<file path="config.mk">
export PLATFORM = sky130hd
export DESIGN_NAME = call_stack_param
export DESIGN_NICKNAME = d
export VERILOG_FILES = /design/src/rtl/call_stack_param.sv
export SDC_FILE = /design/constraint.sdc
export NUM_CORES = 1
export LEC_CHECK = 0
export ABC_AREA = 1
export ABC_CLOCK_PERIOD_IN_PS = 7400
export CAP_MARGIN = 15
export CELL_PAD_IN_SITES_DETAIL_PLACEMENT = 0
export CELL_PAD_IN_SITES_GLOBAL_PLACEMENT = 1
export CORE_ASPECT_RATIO = 0.8
export CORE_UTILIZATION = 46
export DETAILED_ROUTE_END_ITERATION = 8
export PLACE_DENSITY = 0.83
export SLEW_MARGIN = 20
export SYNTH_ARGS = -nofsm -noshare
export SYNTH_HDL_FRONTEND = slang
export SYNTH_SLANG_ARGS = --single-unit
export TNS_END_PERCENT = 50
</file>
<file path="constraint.sdc">
create_clock -name clk -period 7.4 [get_ports clk]
set_clock_uncertainty 0.15 [all_clocks]
set_input_delay 2.22 -clock clk [delete_from_list [all_inputs] [get_ports clk]]
set_output_delay 2.22 -clock clk [all_outputs]
set_load 0.005 [all_outputs]
</file>
<file path="src/rtl/call_stack_param.sv">
// Parametrised circular return-address stack with sticky overflow/underflow flags.
// Optional macro STACK_FAULT_RST_EN enables a registered, sticky fault reset request.
module call_stack_param #(
  parameter int ADDR_W = 11,
  parameter int DEPTH  = 16,
  localparam int PTR_W = $clog2(DEPTH),
  localparam int CNT_W = $clog2(DEPTH + 1)
) (
  input  logic              clk,
  input  logic              rst,
  input  logic              push,
  input  logic              pop,
  input  logic [ADDR_W-1:0] push_data,
  output logic [ADDR_W-1:0] tos,
  input  logic              tos_wr_en,
  input  logic [ADDR_W-1:0] tos_wr_data,
  input  logic              ptr_wr_en,
  input  logic [CNT_W-1:0]  ptr_wr_data,
  output logic [CNT_W-1:0]  stkptr,
  output logic              full,
  output logic              empty,
  input  logic              clr_flags,
  output logic              stkovf,
  output logic              stkunf,
  output logic              fault_rst_req
);

  logic [ADDR_W-1:0] r_mem [DEPTH];
  logic [PTR_W-1:0]  r_wp;
  logic [CNT_W-1:0]  r_cnt;
  logic              r_ovf;
  logic              r_unf;

  logic [PTR_W-1:0]  w_top;
  logic [CNT_W-1:0]  w_clamp;
  logic              w_empty;
  logic              w_full;
  logic              w_mem_we;
  logic [PTR_W-1:0]  w_mem_addr;
  logic [ADDR_W-1:0] w_mem_data;
  logic [PTR_W-1:0]  w_wp_nxt;
  logic [CNT_W-1:0]  w_cnt_nxt;
  logic              w_ovf_set;
  logic              w_unf_set;

  assign w_top   = r_wp - PTR_W'(1);
  assign w_empty = (r_cnt == '0);
  assign w_full  = (r_cnt == CNT_W'(DEPTH));
  assign w_clamp = (ptr_wr_data > CNT_W'(DEPTH)) ? CNT_W'(DEPTH) : ptr_wr_data;

  assign tos    = w_empty ? '0 : r_mem[w_top];
  assign stkptr = r_cnt;
  assign full   = w_full;
  assign empty  = w_empty;
  assign stkovf = r_ovf;
  assign stkunf = r_unf;

  always_comb begin
    w_mem_we   = 1'b0;
    w_mem_addr = r_wp;
    w_mem_data = push_data;
    w_wp_nxt   = r_wp;
    w_cnt_nxt  = r_cnt;
    w_ovf_set  = 1'b0;
    w_unf_set  = 1'b0;
    if (push) begin
      w_mem_we = 1'b1;
      if (pop && !w_empty) begin
        w_mem_addr = w_top;
      end else begin
        // Plain push, or push+pop on empty which behaves as a push plus underflow.
        w_wp_nxt = r_wp + PTR_W'(1);
        if (w_full) w_ovf_set = 1'b1;
        else        w_cnt_nxt = r_cnt + CNT_W'(1);
        w_unf_set = pop;
      end
    end else if (pop) begin
      if (w_empty) begin
        w_unf_set = 1'b1;
      end else begin
        w_wp_nxt  = w_top;
        w_cnt_nxt = r_cnt - CNT_W'(1);
      end
    end else if (ptr_wr_en) begin
      w_cnt_nxt = w_clamp;
      w_wp_nxt  = w_clamp[PTR_W-1:0];
    end else if (tos_wr_en && !w_empty) begin
      w_mem_we   = 1'b1;
      w_mem_addr = w_top;
      w_mem_data = tos_wr_data;
    end
  end

  always_ff @(posedge clk) begin
    if (w_mem_we && !rst) r_mem[w_mem_addr] <= w_mem_data;
  end

  always_ff @(posedge clk or posedge rst) begin
    if (rst) begin
      r_wp  <= '0;
      r_cnt <= '0;
      r_ovf <= 1'b0;
      r_unf <= 1'b0;
    end else begin
      r_wp  <= w_wp_nxt;
      r_cnt <= w_cnt_nxt;
      if (w_ovf_set)      r_ovf <= 1'b1;
      else if (clr_flags) r_ovf <= 1'b0;
      if (w_unf_set)      r_unf <= 1'b1;
      else if (clr_flags) r_unf <= 1'b0;
    end
  end

`ifdef STACK_FAULT_RST_EN
  logic r_fault_rst_req;

  always_ff @(posedge clk or posedge rst) begin
    if (rst)                         r_fault_rst_req <= 1'b0;
    else if (w_ovf_set || w_unf_set) r_fault_rst_req <= 1'b1;
  end

  assign fault_rst_req = r_fault_rst_req;
`else
  assign fault_rst_req = 1'b0;
`endif

endmodule

</file>
# Word-level counts from Yosys, hierarchy flattened
# Memories as Yosys holds them, arrays and structs flattened.
# Index checks and enable logic that the tools add are counted.
# word_totals
ff_bits,11
input_bits,34
mem_count,1
ram_bits,176
# memory_table
name,words,width,read_ports,rd_ports_with_merged_regs,write_ports,line_no,source
r_mem,16,11,1,0,1,28,logic [ADDR_W-1:0] r_mem [DEPTH];
# classes
mux,38
eq_ne,4
order_cmp,1
add_sub_neg,4
reduce_logical,11
# op_table
op,count
two-way mux 11 bit,5
two-way mux 4 bit,10
two-way mux 5 bit,7
two-way mux 1 bit,16
"adder 5 x 1 -> 5 bit, second input constant",1
"equality test 5 bit, second input constant",1
"greater-than comparator 5 bit, second input constant",1
zero test 5 bit,1
"subtractor 5 x 1 -> 5 bit, second input constant",1
"adder 4 x 1 -> 4 bit, second input constant",1
"!= test 2 bit, second input constant",2
AND reduction 4 bit,1
nonzero test 2 bit,2
"subtractor 4 x 1 -> 4 bit, second input constant",1
logical AND 1 bit,3
"!= test 3 bit, second input constant",1
AND reduction 3 bit,1
nonzero test 3 bit,1
zero test 1 bit,2

# Longest topological paths before layout
# depth
word_depth,10
ltp_mapped,13
depth_no_buf,10

# Worst setup path after synthesis
# No wires, ideal clock.
# synth_path
path_type,register to output
from,register r_wp[0]
to,output port tos[4]
arrival_ps,1951
required_time_ps,5030
slack_ps,3079
stages_incl_launch_ff,13
path_cell_list,dfrtp_1 > inv_1 > buf_2 > buf_2 > ha_1 > buf_2 > inv_2 > buf_1 > nand3_1 > nand3_1 > nand3_1 > nand2_1 > a31oi_1
# synth_via
elab_chain_len,3
# synth_rtl
element,line_no,source
start: declaration,29,logic [PTR_W-1:0] r_wp;
start signal: assignment,105,r_wp <= w_wp_nxt;
subtractor 4 x 1 -> 4 bit,46,assign w_top = r_wp - PTR_W'(1);
memory read (16 x 11 bit),-,
two-way mux 11 bit,51,assign tos = w_empty ? '0 : r_mem[w_top];
end: declaration,14,"output logic [ADDR_W-1:0] tos,"
# No other way between the ends.

# Final worst setup path
# layout_path
from,register r_wp[0]
to,output port tos[7]
# Same word-level chain as after synthesis.

==> key figures <==
Place
  – # port buffers: 53
  – GPL Wtd Cong: 0.900
  – Dpl cells: 1,007
  – HPWL Detailed: 13,400 um

Clocking
  – Clock Tree Buf Depth: 2
  – TritonCTS Buffers: 17
  – Hold buffer count at cts: 0
  – Clock Sinks: 187
  – Clock Pin Slew Worst Setup and Hold Paths: 80 ps
  – Number of setup buffers added after CTS: 0
  – Post-cts resize count: 0
  – Clock root cell: clkbuf_16
  – Max H-tree Level: 4
  – Clock latency on the worst-skew pair: 440 ps
  – TritonCTS clock tree: yes

Setup path
  – Worst Setup EP: tos[7]
  – Worst Setup SP: r_wp[0]
  – CP Capture Type: output port
  – R2R cell count: 8
  – Startpoint Class: flop
  – WS Path Type: reg -> out
  – Worst Path Max Fanout: 26
  – Reg2reg end: r_mem[5][5]
  – Critical path arrival: 3460 ps
  – CP required: 5030 ps
  – Worst r2r src: r_wp[0]
  – Worst R2R Setup Slack: 3450 ps

Worst hold path
  – Min-Delay Path Class: reg -> reg

Global route
  – Initial antenna violation count: 0
  – Total GRT Usage: 23.3%
  – Vias in the first global route: 5,640
  – Remaining Overflow, GRT: 0
  – Global-route wire length before repair: 31,900 um
  – Pin count of the biggest net entering global routing: 93

Finish
  – Multi-input logic area: 0.00244 mm^2
  – Fillers: 1,446
  – Layout area overhead: 15.1%
  – Post-layout nets: 840
  – Ant. Diodes: 0
  – Register area: 0.00556 mm^2
  – Final cell count without fillers: 1,039
  – Most frequent cells in the layout: nand2_1, edfxtp_1, nand3_1
  – Most common cell after layout, fill and taps aside: nand2_1
  – Layout cells sized above 1: 7.74%

Die
  – Chip height: 122 um
  – Site Rows: 43
  – Initial core utilization: 47.5%
  – Die ar.: 0.0186 mm^2
  – CORE AREA: 0.0175 mm^2
  – Die width: 152 um
  – Top-Level Pins: 55

Routing
  – Antenna violation net count after detailed routing: 0
  – Top layer used by detailed routing: met4
  – Met2 Wirelength: 8780 um
  – Detailed Route WL: 20,600 um
  – Wire length per cell: 19.9 um
  – DR vias: 5,962
  – Met3 wire length: 2100 um
  – Drt pass-1 iters: 8
  – DRC: 4
  – Vias per std cell: 5.74
  – Iteration-0 DRC Markers: 632
  – Met1 WL: 9280 um

Logic synthesis
  – Post-Syn Instances: 769
  – Predominant post-synthesis flop cell: edfxtp_1
  – EDFF count, synth: 176
  – Area leader, netlist: edfxtp_1
  – YS warnings: 0
  – Avg Cell Area, Syn: 10.8 um^2
  – Distinct cell type count after synthesis: 34
  – Synth Register Bits: 187
  – Synthesized Nets: 808
  – Ys async rst share: 5.88%
  – Synth Cell Area: 0.00832 mm^2
  – Ranking of synthesized cells by area: edfxtp_1, nand2_1, nand3_1, dfrtp_1, a21oi_1
  – Register area share after synthesis: 66.8%
  – Post-synth top area share: 63.5%

Timing
  – Setup tns final: 0 ps
  – Slew headroom: 29.0%
  – RSZ-0062 raised after global routing: false
  – Final Max Tran Viols: 0
  – Period utilisation layout: 78.8%
  – Fmax: 171 MHz
  – Pin slew with the least headroom to its limit: 1060 ps
  – Final hold viol count: 0
  – Final setup fails: 0
  – Final Critical Period: 5830 ps

Job
  – Max cap viols: 0

Pwr
  – Peak supply drop: 0.000181 V
  – Pwr dens: 402 mW/mm^2
  – P_leak: 3.54 nW

Run status
  – Failing checks: DRC
  – Status: finished, violations left
==> per-layer routing <==
layer | GRT usage (%) | vias to the layer above
met3 | 5.44 | 34
met2 | 34.6 | 340
li1 | - | 2755
met1 | 32.9 | 2833
met5 | 0 | -
met4 | 9.82 | 0
==> flip-flops by register name (all words and copies together) (netlist names) <==
name    count
stkptr      5
r_mem     176
r_wp        4
stkovf      1
stkunf      1
==> cell families after synthesis <==
| family | count (synthesis) | share of synthesized area, % |
|---|---|---|
| and+or+nand+nor | 424 | 22.5 |
| DFF | 187 | 66.8 |
| AOI/OAI and AO/OA | 75 | 5.29 |
| buffers and inverters | 71 | 3.82 |
| xor gates and xnor gates | 6 | 0.812 |
| adders and majority gates | 5 | 0.752 |
| other | 1 | 0.0451 |
==> how the worst min path moves through the flow <==
stage	startpoint	depth (start not counted)	slack (ps)	to
6_report	stkunf	2	390	stkunf
5_1_grt	stkunf	2	420	stkunf
4_1_cts	stkunf	2	400	stkunf
3_5_place_dp	stkunf	2	390	stkunf
3_3_place_gp	stkovf	2	370	stkovf
2_1_floorplan	stkovf	2	370	stkovf
==> through the flow <==
stage                     power (W)  instance area [um^2]  setup slack (ps)  utilization (%)  hold WS (ps)
final                       0.00385                  9580              1570             54.6           391
after global routing        0.00404                  9580              1340             54.6           418
after CTS                   0.00384                  9580              1630             54.6           398
after detailed placement    0.00290                  8950              1780             51.0           386
after global placement      0.00288                  8950              1920             51.0           368
after floorplan             0.00231                  8320              3080                -           367
==> power breakdown <==
part	switching (W)	leakage, nW	internal (W)
logic	0.00104	1.51	0.000566
clock network	0.000428	0.303	0.000517
registers	0.0000553	1.72	0.00124
==> area by class of cell <==
type                       count  share of cell area [%]
clock buffer                  17                    4.44
tap                          225                    2.94
timing repair buffer          56                    5.77
clock inverter                15                    2.12
inverter                      28                    1.12
sequential                   187                    58.1
multi-input combinational    511                    25.5
==> critical path, stage by stage (launching register included) <==
cell,delay [ps]
dfrtp_2,410
inv_2,280
ha_1,230
inv_1,40
nand2_1,60
nand2_2,340
inv_2,470
nand3_1,220
nand3_1,120
nand2_1,110
a31oi_1,180
clkdlybuf4s50_1,530
==> synthesized netlist by cell type, types with 2 or more instances <==
master / instances
xor2_1: 3
nand3_4: 3
clkbuf_1: 12
o211ai_1: 2
nand2_2: 7
a22oi_1: 11
xor2_2: 2
buf_6: 2
buf_1: 4
a31oi_1: 11
buf_2: 24
inv_1: 21
o21ai_0: 19
a21oi_1: 28
edfxtp_1: 176
nand3_1: 132
nand2_1: 246
ha_1: 5
inv_2: 6
nor2_1: 31
dfrtp_1: 11
Power figures use the tool's default switching activity.
